==> src/rtl/ring_arbiter.sv <==
// ring_arbiter: round-robin arbiter sharing one resource among N requesters.
// A one-hot rotating pointer sets the search start. Each winner is granted
// for one contiguous tenure. The tenure ends on the owner's done, when the
// owner drops req, or when the hold limit is reached.
//
// Ports
//   clock   : rising-edge clock
//   Resetn  : asynchronous active-low reset
//   req     : per-requester request, level, held until served
//   done    : per-requester release pulse (only the owner's bit is used)
//   grant   : registered one-hot grant, zero when idle
//   owner   : binary index of the granted requester, zero when idle
//   busy    : high while any grant is high (registered)
//   timeout : one-cycle pulse after a grant is revoked by the hold limit
module ring_arbiter #(
    parameter int N       = 4,
    parameter int MAXHOLD = 8
) (
    input  logic                 clock,
    input  logic                 Resetn,
    input  logic [N-1:0]         req,
    input  logic [N-1:0]         done,
    output logic [N-1:0]         grant,
    output logic [$clog2(N)-1:0] owner,
    output logic                 busy,
    output logic                 timeout
);
    localparam int OW = $clog2(N);
    localparam int HW = $clog2(MAXHOLD);

    localparam logic [0:0] S_IDLE  = 1'b0;
    localparam logic [0:0] S_GRANT = 1'b1;

    logic [0:0]    state_q, state_d;
    logic [N-1:0]  ptr_q, ptr_d;
    logic [N-1:0]  grant_q, grant_d;
    logic [OW-1:0] owner_q, owner_d;
    logic [HW-1:0] hcnt_q, hcnt_d;
    logic          timeout_q, timeout_d;
    logic          busy_q, busy_d;

    // Binary position of the one-hot pointer.
    logic [OW-1:0] ptr_idx;
    always_comb begin
        ptr_idx = '0;
        for (int i = 0; i < N; i++) begin
            if (ptr_q[i]) ptr_idx = OW'(i);
        end
    end

    // Scan upward from the pointer with wrap. The sum needs one extra bit
    // because ptr_idx + offset can reach 2N-2 before the wrap subtraction.
    logic          win_found;
    logic [OW-1:0] win_idx;
    logic [OW:0]   scan;
    always_comb begin
        win_found = 1'b0;
        win_idx   = '0;
        scan      = '0;
        for (int off = 0; off < N; off++) begin
            scan = {1'b0, ptr_idx} + (OW+1)'(off);
            if (scan >= (OW+1)'(N)) scan = scan - (OW+1)'(N);
            if (!win_found && req[scan[OW-1:0]]) begin
                win_found = 1'b1;
                win_idx   = scan[OW-1:0];
            end
        end
    end

    logic [N-1:0] win_oh;
    assign win_oh = N'(1) << win_idx;

    logic own_done, own_req, hold_lim;
    assign own_done = done[owner_q];
    assign own_req  = req[owner_q];
    assign hold_lim = (hcnt_q == HW'(MAXHOLD - 1));

    always_comb begin
        state_d   = state_q;
        ptr_d     = ptr_q;
        grant_d   = grant_q;
        owner_d   = owner_q;
        hcnt_d    = hcnt_q;
        timeout_d = 1'b0;
        case (state_q)
            S_IDLE: begin
                if (win_found) begin
                    grant_d = win_oh;
                    owner_d = win_idx;
                    hcnt_d  = '0;
                    // The pointer moves just past the winner, so the winner
                    // has lowest priority in the next round.
                    ptr_d   = {win_oh[N-2:0], win_oh[N-1]};
                    state_d = S_GRANT;
                end
            end
            default: begin
                if (own_done || !own_req || hold_lim) begin
                    grant_d   = '0;
                    owner_d   = '0;
                    hcnt_d    = '0;
                    state_d   = S_IDLE;
                    // Flag only releases forced purely by the hold limit.
                    timeout_d = hold_lim && !own_done && own_req;
                end else begin
                    hcnt_d = hcnt_q + HW'(1);
                end
            end
        endcase
        busy_d = |grant_d;
    end

    always_ff @(posedge clock or negedge Resetn) begin
        if (!Resetn) begin
            state_q   <= S_IDLE;
            ptr_q     <= N'(1);
            grant_q   <= '0;
            owner_q   <= '0;
            hcnt_q    <= '0;
            timeout_q <= 1'b0;
            busy_q    <= 1'b0;
        end else begin
            state_q   <= state_d;
            ptr_q     <= ptr_d;
            grant_q   <= grant_d;
            owner_q   <= owner_d;
            hcnt_q    <= hcnt_d;
            timeout_q <= timeout_d;
            busy_q    <= busy_d;
        end
    end

    assign grant   = grant_q;
    assign owner   = owner_q;
    assign busy    = busy_q;
    assign timeout = timeout_q;

endmodule

==> config.mk <==
export PLATFORM = sky130hd
export DESIGN_NAME = ring_arbiter
export DESIGN_NICKNAME = d
export VERILOG_FILES = /design/src/rtl/ring_arbiter.sv
export SDC_FILE = /design/constraint.sdc
export NUM_CORES = 1
export LEC_CHECK = 0
export BUFFER_PORTS_ARGS = -buffer_cell sky130_fd_sc_hd__buf_4
export CAP_MARGIN = 5
export CORE_ASPECT_RATIO = 1.1
export CORE_MARGIN = 1
export CORE_UTILIZATION = 40
export DETAILED_ROUTE_END_ITERATION = 12
export MAX_ROUTING_LAYER = met4
export SETUP_SLACK_MARGIN = 0.5
export SYNTH_ARGS = -nofsm -noshare
export SYNTH_HDL_FRONTEND = slang
export SYNTH_SLANG_ARGS = --single-unit
export TNS_END_PERCENT = 20
==> constraint.sdc <==
create_clock -name clock -period 4.2 [get_ports clock]
set_input_delay 0.84 -clock clock [delete_from_list [all_inputs] [get_ports clock]]
set_output_delay 0.84 -clock clock [all_outputs]
set_load 0.05 [all_outputs]
==> flow_metrics.env, run 1 <==
export IMPL_status="completed"
export IMPL_period_needed_ps=2125
export IMPL_antenna_found_initial=0
export IMPL_min_path_type="in2async"
export IMPL_synth_common_cells="15 x dfrtp_1, 8 x nand2_1, 8 x o2bb2ai_1, 6 x o21ai_0"
export IMPL_power_density_nw_per_um2=683.5
export IMPL_nFillCells=222
export IMPL_die_x_um=48.21
export IMPL_fp_dieH_um=52.84
export IMPL_yosysWarnings=0
export IMPL_pre_cts_slack_ps=1773
export IMPL_rsz0062_at_grt="false"
export IMPL_synth_nets=104
export IMPL_cts_hold_buf=0
export IMPL_ant_nets=0
export IMPL_grt_pass1_vias=771
export IMPL_ys_types=39
export IMPL_cts_resized=0
export IMPL_vias_per_cell=5.755
export IMPL_clockBufferDepth=2
export IMPL_numCtsBuffers=3
export IMPL_max_stage_delay_ps=540
export IMPL_yosysMostFrequentCell="dfrtp_1"
export IMPL_rows=18
export IMPL_clock_root_buffer="clkbuf_4"
export IMPL_cp_required_ps=4400
export IMPL_hpwl_mm=1.581
export IMPL_synth_edff_count=0
export IMPL_max_freq_mhz=470.5
export IMPL_n_antenna_cell=0
export IMPL_crit_path_top_delay_cell="or4_4"
export IMPL_clk_pin_slew_ps=80
export IMPL_area_growth_pct=17.04
export IMPL_netlist_instances=92
export IMPL_async_reset_ff_frac=1.000
export IMPL_overflow=0
export IMPL_first_iter_violations=10
export IMPL_dr_pass1_iters=4
export IMPL_yosys_area_top_type="dfrtp_1"
export IMPL_max_vdd_ir_drop_mv=0.3541
export IMPL_grt_pass1_wl_mm=3.374
export IMPL_post_drt_wl_per_cell_um=14.91
export IMPL_wl_mm=2.072
export IMPL_ys_ff_latch=15
export IMPL_hold_viol=0
export IMPL_end_kind="register"
export IMPL_critPathLaunchType="input pin"
export IMPL_drc=0
export IMPL_yosysSeqAreaShare=0.3995
export IMPL_rr_startpoint="ptr_q[3]$_DFFE_PN0P_"
export IMPL_power_uw=751.7
export IMPL_dr_total_vias=800
export IMPL_place_congestion=0.8556
export IMPL_path_max_fanout=8
export IMPL_fin_skew_ps=2.294
export IMPL_floorplan_initialDensity=0.4214
export IMPL_grt_max_degree=16
export IMPL_grt_usage=0.1943
export IMPL_die_area_um2=2547
export IMPL_crit_chain="buf_4 -> or4_4 -> a2111oi_4 -> or2_1 -> o2bb2ai_1"
export IMPL_timing_critical_path_from="req[3]"
export IMPL_final_cell_area_um2=1100
export IMPL_fin_ws_ps=2075
export IMPL_finalSetupTns_ps=0
export IMPL_clk_latency_ps=270
export IMPL_critical_path_buf_inv_count=1
export IMPL_cts_tree="done"
export IMPL_p_leak_nw=0.4802
export IMPL_layout_nets=122
export IMPL_drive_above_1_share=0.2385
export IMPL_post_cts_buffers=0
export IMPL_core_area_um2=2230
export IMPL_slew_headroom=0.5976
export IMPL_place_area_um2=1074
export IMPL_final_util=0.4933
export IMPL_io_buffers=17
export IMPL_crit_family="simple AND/OR/NAND/NOR gates"
export IMPL_slew_violations=0
export IMPL_cts_sinks=15
export IMPL_io_pins=18
export IMPL_synth_area_leaders="dfrtp_1 40%, o2bb2ai_1 7.5%, mux2i_1 3.2%"
export IMPL_setup_viol=0
export IMPL_avgSynthCellArea_um2=10.21
export IMPL_min_period_over_period=0.5061
export IMPL_worstSetupPathType="in2reg"
export IMPL_tightestPinTransition_ps=602.6
export IMPL_synthFlopType="dfrtp_1"
export IMPL_yosysTopAreaCellShare=0.3995
export IMPL_cap_violations=0
export IMPL_syn_area_um2=939.7
export IMPL_critical_path_arrival_ps=2330
export IMPL_cts_max_level=1
==> placed cells by master, fill, tap and decap left out, drive strengths merged, types with 3 or more instances in the layout <==
master and n:
nand2 8, dfrtp 15, mux2i 3, o21ai 6
o2bb2ai 8, nor2 5, inv 5, buf 17
a22o 3, clkbuf 4
==> sequential cells by signal (all words and copies together) (netlist names) <==
signal and cells:
hcnt_q 3, owner 2, ptr_q 3, busy 1, state_q 1, grant 4, timeout 1
==> power breakdown <==
group / switching [mW] / leakage [nW] / total, mW / internal (mW)
logic: 0.258 / 0.269 / 0.413 / 0.156
clock network: 0.0425 / 0.0150 / 0.0793 / 0.0368
registers: 0.0680 / 0.197 / 0.259 / 0.191
==> cell type report <==
class                   count  area (µm²)  area share
multi-input cells          68       514.2      0.4676
clock buffers               4       26.28     0.02389
inverters                   5       18.77     0.01706
flip-flops and latches     15       375.4      0.3413
well taps                  30       37.54     0.03413
repair buffers             17       127.6      0.1160
==> path summary, 6_finish.rpt <==
path / slack, ps / depth (start not counted) / end
min in group clock: 510 / 1 / hcnt_q[1]$_DFFE_PN0P_
max in group asynchronous: 3630 / 1 / ptr_q[3]$_DFFE_PN0P_
worst min register to register: 510 / 1 / hcnt_q[1]$_DFFE_PN0P_
worst max register to register: 2160 / 4 / grant[0]$_DFF_PN0_
worst max-delay path: 2070 / 5 / grant[0]$_DFF_PN0_
worst min-delay path: 400 / 1 / hcnt_q[2]$_DFFE_PN0P_
==> kinds of logic (layout without fill, tap and decap cells) <==
group           count (synthesis)  in the layout  synth area share
simple gates                   32             32            0.1958
compound gates                 30             30            0.2810
flops                          15             15            0.3995
buf+inv                         9             26           0.05325
mux                             4              4           0.04394
fa+ha+maj                       2              2           0.02663
==> metrics by stage <==
| stage | hold slack (ps) | std cells |
|---|---|---|
| 3_5_place_dp | 486.3 | 135 |
| 2_1_floorplan | 469.9 | 92 |
| 6_report | 398.3 | 139 |
| 4_1_cts | 399.6 | 139 |
| 5_1_grt | 399.3 | 139 |
| 3_3_place_gp | 490.8 | 135 |
==> metal layers <==
layer	routed length (µm)	global-route usage	up-vias
met1	1036	0.2593	393
met4	22	0.06944	0
met3	46	0.02069	4
met2	966	0.3000	12
li1	-	-	391
met5	0	-	-
Power figures use the tool's default switching activity.
==> run 2: changes to the inputs <==
Settings changed: ABC_AREA from default to 1.
Clock period 4.2 ns to 1.98 ns, I/O delays scaled along.
==> flow_metrics.env, run 2 <==
export IMPL_post_drt_wl_per_cell_um=12.93
export IMPL_overflow=0
export IMPL_largest_reg_flops=4
export IMPL_drive_above_1_share=0.5410
export IMPL_switching_share=0.5480
export IMPL_grt_pass1_wl_mm=4.636
export IMPL_first_iter_violations=27
export IMPL_max_vdd_ir_drop_mv=1.301
export IMPL_grt_util_met3=0.01333
export IMPL_finalSetupTns_ps=0
export IMPL_final_common_cell="buf_4"
export IMPL_vias_per_cell=5.103
export IMPL_yosysMostFrequentCell="nand2_1"
export IMPL_end_kind="register"
export IMPL_slew_violations=0
export IMPL_power_density_nw_per_um2=1854
export IMPL_io_pins=18
export IMPL_met2_usage=0.3791
export IMPL_critPathLaunchType="register"
export IMPL_yosysTopAreaCellShare=0.3386
export IMPL_pre_cts_slack_ps=41.97
export IMPL_fp_dieH_um=57.22
export IMPL_cp_required_ps=2200
export IMPL_fin_ws_ps=125.3
export IMPL_clockBufferDepth=2
export IMPL_critical_path_arrival_ps=2070
export IMPL_rows=19
export IMPL_netlist_instances=148
export IMPL_clock_root_buffer="clkbuf_4"
export IMPL_final_util=0.6272
export IMPL_setup_viol=0
export IMPL_die_x_um=52.20
export IMPL_fin_skew_ps=8.657
export IMPL_rsz0062_at_grt="true"
export IMPL_syn_area_um2=1109
export IMPL_cap_violations=0
export IMPL_yosysWarnings=0
export IMPL_grt_usage=0.2136
export IMPL_place_congestion=0.7910
export IMPL_period_needed_ps=1855
export IMPL_core_area_um2=2567
export IMPL_n_antenna_cell=0
export IMPL_floorplan_initialDensity=0.4318
export IMPL_final_cell_mix="26 x buf_4, 20 x nand2_1, 16 x nand2_2, 15 x nand3_1, 12 x inv_1"
export IMPL_min_period_over_period=0.9367
export IMPL_final_cell_area_um2=1610
export IMPL_synth_common_cells="29 x nand2_1, 24 x nand3_1, 15 x dfrtp_1, 15 x inv_1"
export IMPL_ant_nets=0
export IMPL_clk_latency_ps=280
export IMPL_grt_max_degree=16
export IMPL_p_seq_frac=0.185
export IMPL_min_path_type="in2async"
export IMPL_drc=0
export IMPL_grt_pass1_vias=1109
export IMPL_power_share_clock=0.057
export IMPL_yosysSeqAreaShare=0.3386
export IMPL_power_frac_comb=0.758
export IMPL_wl_mm=2.767
export IMPL_p_leak_nw=0.7994
export IMPL_layout_nets=196
export IMPL_io_buffers=17
export IMPL_top_usage_layer="met2"
export IMPL_numCtsBuffers=3
export IMPL_dr_total_vias=1092
export IMPL_synth_edff_count=0
export IMPL_die_area_um2=2986
export IMPL_synth_nets=160
export IMPL_cts_sinks=15
export IMPL_tightestPinTransition_ps=347.6
export IMPL_worstSetupPathType="reg2reg"
export IMPL_place_area_um2=1257
export IMPL_switchingPower_mw=1.636
export IMPL_synth_area_leaders="dfrtp_1 34%, nand3_1 11%, nand2_1 9.8%"
export IMPL_ys_types=22
export IMPL_cts_tree="done"
export IMPL_p_int_mw=1.349
export IMPL_yosys_area_top_type="dfrtp_1"
export IMPL_dr_pass1_iters=4
export IMPL_avgSynthCellArea_um2=7.490
export IMPL_hpwl_mm=1.880
export IMPL_hold_viol=0
export IMPL_antenna_found_initial=0
export IMPL_ys_ff_latch=15
export IMPL_cts_max_level=1
export IMPL_area_growth_pct=45.26
export IMPL_clk_pin_slew_ps=90
export IMPL_path_max_fanout=6
export IMPL_synthFlopType="dfrtp_1"
export IMPL_status="completed"
export IMPL_max_freq_mhz=539.2
export IMPL_async_reset_ff_frac=1.000
export IMPL_grt_util_met1=0.2449
export IMPL_slew_headroom=0.7683
run 2: cell count changes after synthesis, moves of 4 or more:
| cell | previous run | this run |
|---|---|---|
| o21ai_0 | 6 | 11 |
| nor2_2 | 0 | 4 |
| nand2_1 | 8 | 29 |
| nand2_4 | 0 | 5 |
| nand2_2 | 0 | 11 |
| inv_1 | 5 | 15 |
| o2bb2ai_1 | 8 | 0 |
| nand3_2 | 0 | 5 |
| nor2_1 | 5 | 11 |
| nand3_1 | 1 | 24 |
run 2: layout make-up:
type | count | area, µm²
clock buffer | 3 | 22.52
clock inverter | 1 | 5.005
fill | 232 | 957.2
inverter | 18 | 75.07
multi-input combinational | 114 | 830.8
sequential | 15 | 380.4
tap | 31 | 38.79
timing repair buffer | 31 | 250.2
timing repair inverter | 1 | 7.507
run 2: layer usage:
layer  wire length, µm  part of all wire  up-vias
met4                12            0.0043        0
met2              1514              0.55       15
met5                 0                 0        -
met1              1182              0.43      520
met3                57             0.021        2
li1                  -                 -      555
run 2: cells by family (layout without fill, tap and decap cells):
kind of cell | Yosys count | count (layout) | share of synthesized area
adder cells (fa/ha/maj) | 2 | 2 | 0.02257
AO/OA/AOI/OAI | 15 | 15 | 0.07562
buffers and inverters | 21 | 54 | 0.08464
flip-flops | 15 | 15 | 0.3386
AND/OR/NAND/NOR | 95 | 97 | 0.4786
run 2: power groups by stage:
stage                     logic [mW]  clock network (mW)  registers [mW]
final                           2.26               0.170           0.552
after global routing            2.48               0.188           0.566
after detailed placement        1.62                   0           0.508
after floorplan                 1.22                   0           0.629
after global placement          1.60                   0           0.507
after CTS                       2.12               0.179           0.543
run 2: path summary, 6_finish.rpt:
check / from / end / slack (ps) / cells past startpoint
setup / recovery: ptr_q[2]$_DFFE_PN0P_ / busy$_DFF_PN0_ / 130 / 13
hold / removal: Resetn / state_q$_DFF_PN0_ / 490 / 2
setup reg to reg: ptr_q[2]$_DFFE_PN0P_ / busy$_DFF_PN0_ / 130 / 13
hold reg to reg: hcnt_q[2]$_DFFE_PN0P_ / hcnt_q[2]$_DFFE_PN0P_ / 500 / 2
max in group asynchronous: Resetn / ptr_q[1]$_DFFE_PN0P_ / 1290 / 2
min in group clock: hcnt_q[2]$_DFFE_PN0P_ / hcnt_q[2]$_DFFE_PN0P_ / 500 / 2
run 2: critical path, cell delays in order, from the launching register on:
cell and delay (ps):
dfrtp_2 460, buf_6 130, o21ai_4 170, buf_6 130
nand3_4 70, nand2_4 110, nand3_4 110, nor2_4 160
nand2_2 100, nand2_4 120, nand2_2 60, nand2_2 70
nor2_2 40, nand2_1 50
run 2: metrics by stage:
stage | cells | hold slack (ps) | total power, mW
3_5_place_dp | 193 | 259.4 | 2.127
3_3_place_gp | 193 | 258.4 | 2.108
4_1_cts | 212 | 483.2 | 2.841
5_1_grt | 214 | 513.1 | 3.231
6_report | 214 | 490.1 | 2.985
2_1_floorplan | 148 | 100.4 | 1.848
run 2: what timing repair did:
action	4_1_cts	5_1_grt
cloned	3	0
endpoints found under the hold margin	15	0
gates resized for setup	35	14
pin swaps	18	11
hold buffers	1	0
setup buffers	11	2
setup endpoints to repair	14	14
